**src/rtl/montgomery_mult_serial.sv**
```systemverilog
`default_nettype none
// ============================================================================
//  Module   : montgomery_mult_serial
//  Purpose  : Bit-serial Montgomery multiplier, R = A*B*2^-WIDTH mod N.
//  Revision : 1.0
// ============================================================================
module montgomery_mult_serial #(
    parameter int WIDTH = 8
) (
    input  logic             clk,
    input  logic             rstb,
    input  logic             ena,
    input  logic             start,
    input  logic [WIDTH-1:0] A_i,
    input  logic [WIDTH-1:0] B_i,
    input  logic [WIDTH-1:0] N_i,
    output logic [WIDTH-1:0] R_o,
    output logic             busy_o,
    output logic             done_o
);

    localparam int CW = $clog2(WIDTH);
    localparam int AW = WIDTH + 2;
    localparam logic [CW-1:0] c_LAST = CW'(WIDTH - 1);

    typedef enum logic [1:0] {
        S_IDLE    = 2'd0,
        S_RUN     = 2'd1,
        S_CORRECT = 2'd2
    } state_t;

    state_t          r_state;
    state_t          w_state_next;

    logic [AW-1:0]    r_acc;
    logic [CW-1:0]    r_cnt;
    logic [WIDTH-1:0] r_a;
    logic [WIDTH-1:0] r_b;
    logic [WIDTH-1:0] r_n;

    logic [AW-1:0]    w_acc_next;
    logic [CW-1:0]    w_cnt_next;
    logic [WIDTH-1:0] w_a_next;
    logic [WIDTH-1:0] w_b_next;
    logic [WIDTH-1:0] w_n_next;
    logic [WIDTH-1:0] w_r_next;
    logic             w_busy_next;
    logic             w_done_next;

    // One reduction step: add b if the scanned bit is set, make the sum even
    // with n, then halve. Two guard bits keep the sum below 4N.
    logic [AW-1:0]    w_t;
    logic [AW-1:0]    w_tn;
    logic [AW-1:0]    w_step;
    logic [WIDTH-1:0] w_corr;

    assign w_t    = r_acc + (r_a[r_cnt] ? {2'b00, r_b} : '0);
    assign w_tn   = w_t + (w_t[0] ? {2'b00, r_n} : '0);
    assign w_step = w_tn >> 1;
    assign w_corr = (r_acc >= {2'b00, r_n}) ? (r_acc[WIDTH-1:0] - r_n)
                                            : r_acc[WIDTH-1:0];

    always_ff @(posedge clk) begin
        if (!rstb) begin
            r_state <= S_IDLE;
        end else if (ena) begin
            r_state <= w_state_next;
        end
    end

    always_comb begin
        w_state_next = r_state;
        w_acc_next   = r_acc;
        w_cnt_next   = r_cnt;
        w_a_next     = r_a;
        w_b_next     = r_b;
        w_n_next     = r_n;
        w_r_next     = R_o;
        w_busy_next  = busy_o;
        w_done_next  = done_o;
        case (r_state)
            S_IDLE: begin
                w_done_next = 1'b0;
                if (start) begin
                    w_a_next     = A_i;
                    w_b_next     = B_i;
                    w_n_next     = N_i;
                    w_acc_next   = '0;
                    w_cnt_next   = '0;
                    w_busy_next  = 1'b1;
                    w_state_next = S_RUN;
                end
            end
            S_RUN: begin
                w_acc_next = w_step;
                w_cnt_next = r_cnt + CW'(1);
                if (r_cnt == c_LAST) begin
                    w_state_next = S_CORRECT;
                end
            end
            S_CORRECT: begin
                w_r_next     = w_corr;
                w_done_next  = 1'b1;
                w_busy_next  = 1'b0;
                w_state_next = S_IDLE;
            end
            default: begin
                w_state_next = S_IDLE;
            end
        endcase
    end

    always_ff @(posedge clk) begin
        if (!rstb) begin
            r_acc  <= '0;
            r_cnt  <= '0;
            r_a    <= '0;
            r_b    <= '0;
            r_n    <= '0;
            R_o    <= '0;
            busy_o <= 1'b0;
            done_o <= 1'b0;
        end else if (ena) begin
            r_acc  <= w_acc_next;
            r_cnt  <= w_cnt_next;
            r_a    <= w_a_next;
            r_b    <= w_b_next;
            r_n    <= w_n_next;
            R_o    <= w_r_next;
            busy_o <= w_busy_next;
            done_o <= w_done_next;
        end
    end

endmodule
`default_nettype wire

```
**config.mk**
```make
export PLATFORM = sky130hd
export DESIGN_NAME = montgomery_mult_serial
export DESIGN_NICKNAME = d
export VERILOG_FILES = /design/src/rtl/montgomery_mult_serial.sv
export SDC_FILE = /design/constraint.sdc
export NUM_CORES = 1
export LEC_CHECK = 0
export ABC_AREA = 1
export CAP_MARGIN = 20
export CORE_ASPECT_RATIO = 1.4
export CORE_UTILIZATION = 52
export DETAILED_ROUTE_END_ITERATION = 16
export MAX_ROUTING_LAYER = met4
export PLACE_DENSITY = 0.84
export SETUP_SLACK_MARGIN = 0.5
export SYNTH_ARGS = -nofsm -noshare
export SYNTH_HDL_FRONTEND = slang
export SYNTH_SLANG_ARGS = --single-unit
```
**constraint.sdc**
```tcl
create_clock -name clk -period 4.4 [get_ports clk]
set_input_delay 0.44 -clock clk [delete_from_list [all_inputs] [get_ports clk]]
set_output_delay 0.44 -clock clk [all_outputs]
set_load 0.1 [all_outputs]
```
==> run metrics <==
Total Die Area=approximately 6200 µm²; Int Power=716.4 µW; Synth cell types=30; drt drc=0; clock-pin slew on the worst setup and hold paths=approximately 100 ps; share of power burned in registers=0.452; First-pass DRT Iterations=4; P&R area growth vs syn=17.24%; Synth Register Bits=48; Final Cell Area=3598 µm²; area of the multi-input gates=approximately 1800 µm²; # nets final=545; TritonCTS clock tree=done; RSZ-0062 raised after global routing=no; switching power=~330 µW; Top Family by Delay on Critical Path=simple AND/OR/NAND/NOR gates; WP depth=23; cell count after synthesis=between 400 and 500; Worst Setup EP=r_acc[6]; LEAKAGE=1.724 nW; Synth area leaders=dfxtp_1 (31%), nand2_1 (13%), ha_1 (11%), a21oi_1 (7.8%), inv_1 (7.1%); Detailed Place HPWL=5326 µm; layout cell share with drive strength beyond 1=0.06953; outcome=finished clean; Critical Path, Cell by Cell=inv_1 -> nor2_1 -> o22ai_1 -> nand2_1 -> nand2_1 -> inv_1 -> nor2_1 -> ha_2 -> inv_1 -> fa_1 -> inv_1 -> nand3_1 -> nand2_1 -> a31oi_2 -> xnor2_1 -> ha_1 -> nand2_1 -> inv_1 -> a21oi_1 -> nand2_1 -> or2_2 -> nand3_1 -> a21oi_1; Tmin final=approximately 3500 ps; slowest CP cell=fa_1; max_slew headroom=0.3553; Max FO, Critical Path=8; max frequency=283.2 MHz; R2R Path End=r_acc[6]; # clock sinks=48; Root Driver=clkbuf_8; sequential area share after synthesis=0.3131; io pins=38; I/O Buffers=37; Sw Share=0.3135; clock share of power=0.322; register area=about 960 µm²; Yosys top cell by area=dfxtp_1; Vias=2945; final hold viol count=0; PwrDens=approximately 290 nW/µm²; CP Capture Type=flip-flop; Final GP Congestion=0.9485; Net Count, Synth=between 500 and 600; DP Area=approximately 3500 µm²; vias in the first global route=2747; Total Power=1.044 mW; synth warn=0; Async SR Flop Fraction=0; period utilization=0.8026; Synth Flop Type=dfxtp_1; WL per Instance=12.34 µm; fill count=514; Slew Viols, Final=0; die width=66.93 µm; CTS Buf Count=5; flop-to-flop setup slack=~870 ps; Synth Area per Inst=6.760 µm²; worst path arrival time=3720 ps; Comb power frac=0.226; setup TNS=0 ps; Setup-failing EPs final=0; core outline area=5605 µm²; Initial Utilization=0.5475; Worst Setup SP=r_cnt[0]; Clock Skew=12.99 ps; Post-Layout Cell Count=557; critical path class=reg2reg; worst hold-check path type=reg2reg; slowest stage delay, CP=400 ps; most frequent cell after synthesis=nand2_1; diode count=0; VDD IR-drop max=~0.25 mV; GR Util All Layers=0.2548; row count=32; clock latency on the worst-skew pair=approximately 320 ps; R2R Path Start=r_cnt[0]; final WL=6874 µm; EDFF count, synth=0; die height=92.90 µm; Post-DRT Antenna Nets=0; Reg2Reg Depth=23; Worst EP required=around 4600 ps; DP Cell Count=548; largest net degree at the start of global routing=40; most instantiated cells after synthesis=nand2_1 (103), inv_1 (58), nor2_1 (52), a21oi_1 (48), dfxtp_1 (48); mapped cell area=around 3100 µm²; Worst-Margin Slew=964.0 ps; maximum root-to-sink buffer count=2; antenna violations before repair=0; Startpoint Class=flip-flop; Max-Cap Viols=0; grt total ovfl=0; first-pass GRT wire length=between 10000 and 15000 µm; # H-tree levels=2; Via-to-Cell Ratio=roughly 5.3; area fraction of the dominant cell type after synthesis=0.3131; drt initial violations=169; Worst Path Buf+Inv=5
==> worst min path at each step <==
stage                start      to  cells past startpoint
floorplan           r_b[0]  r_b[0]                      2
global placement    busy_o  busy_o                      2
detailed placement  busy_o  busy_o                      2
CTS                 busy_o  busy_o                      2
global route        R_o[1]  R_o[1]                      2
finish              busy_o  busy_o                      2
==> worst min-delay path, cell delays in order, from the launching register on <==
cell and delay, ps:
dfxtp_1 330, inv_1 50, a21oi_1 50
==> final cells by class <==
class,instances,area share
inverters,61,0.06363
well taps,68,0.02364
clock inverters,3,0.01287
flip-flops and latches,48,0.2677
repair buffers,39,0.1071
multi-input cells,333,0.5059
clock buffers,5,0.01912
==> timing repair <==
item                       in CTS  in global routing
setup endpoints to repair       0                  2
hold endpoints to repair        0                  0
gates resized for setup         0                  4
hold buffers                    0                  0
setup buffers                   0                  1
==> cell usage in the layout (no fill, tap or decap) <==
master / n
nand3_1: 19
dfxtp_2: 2
a211oi_2: 1
a211oi_1: 2
a21o_1: 2
or2_2: 4
buf_4: 2
fa_1: 3
clkdlybuf4s50_1: 37
ha_1: 25
and2_0: 1
nand4_1: 2
inv_2: 3
bufinv_16: 1
nand2_2: 2
a21oi_2: 2
clkbuf_8: 5
clkinvlp_4: 1
o21bai_1: 1
xnor2_1: 5
xor2_1: 5
nand2_1: 103
dfxtp_1: 46
o21ai_1: 7
a21oi_1: 48
inv_1: 58
o21ai_0: 36
nor2_2: 6
inv_6: 1
o22ai_1: 2
ha_2: 1
nor2_1: 52
a31oi_1: 1
nand3_2: 2
a31oi_2: 1
==> cell families after synthesis <==
| kind of cell | after synthesis | synth area share |
|---|---|---|
| compound gates | 103 | 0.1786 |
| fa+ha+maj | 29 | 0.1256 |
| buf+inv | 73 | 0.09661 |
| xor+xnor | 10 | 0.02854 |
| simple gates | 191 | 0.2576 |
| flops | 48 | 0.3131 |
==> metrics by stage <==
stage,hold WS [ps],setup slack (ps),util
5_1_grt,471.1,497.8,0.6420
6_report,453.8,868.8,0.6420
2_1_floorplan,430.0,1276,-
4_1_cts,456.4,779.8,0.6386
3_3_place_gp,435.2,927.5,0.6181
3_5_place_dp,440.0,861.2,0.6181
==> state kept, by name, indices dropped and copies added (netlist names) <==
register,count
done_o,1
busy_o,1
R_o,8
r_cnt,3
r_state,2
r_acc,9
r_b,8
r_a,8
r_n,8
==> power by group through the flow <==
| stage | logic, mW | clock network (mW) | registers, mW |
|---|---|---|---|
| global placement | 0.227 | 0 | 0.481 |
| global route | 0.264 | 0.360 | 0.475 |
| detailed placement | 0.233 | 0 | 0.482 |
| floorplan | 0.151 | 0 | 0.507 |
| finish | 0.235 | 0.336 | 0.472 |
| CTS | 0.235 | 0.340 | 0.472 |
==> metal layers <==
metal / GRT usage / up-vias / wire [µm]
met2: 0.4444 / 72 / 3514
met4: 0.1028 / 0 / 208
met5: - / - / 0
met3: 0.04310 / 15 / 254
met1: 0.2791 / 1327 / 2896
li1: - / 1531 / -
(Power assumes the default switching activity.)
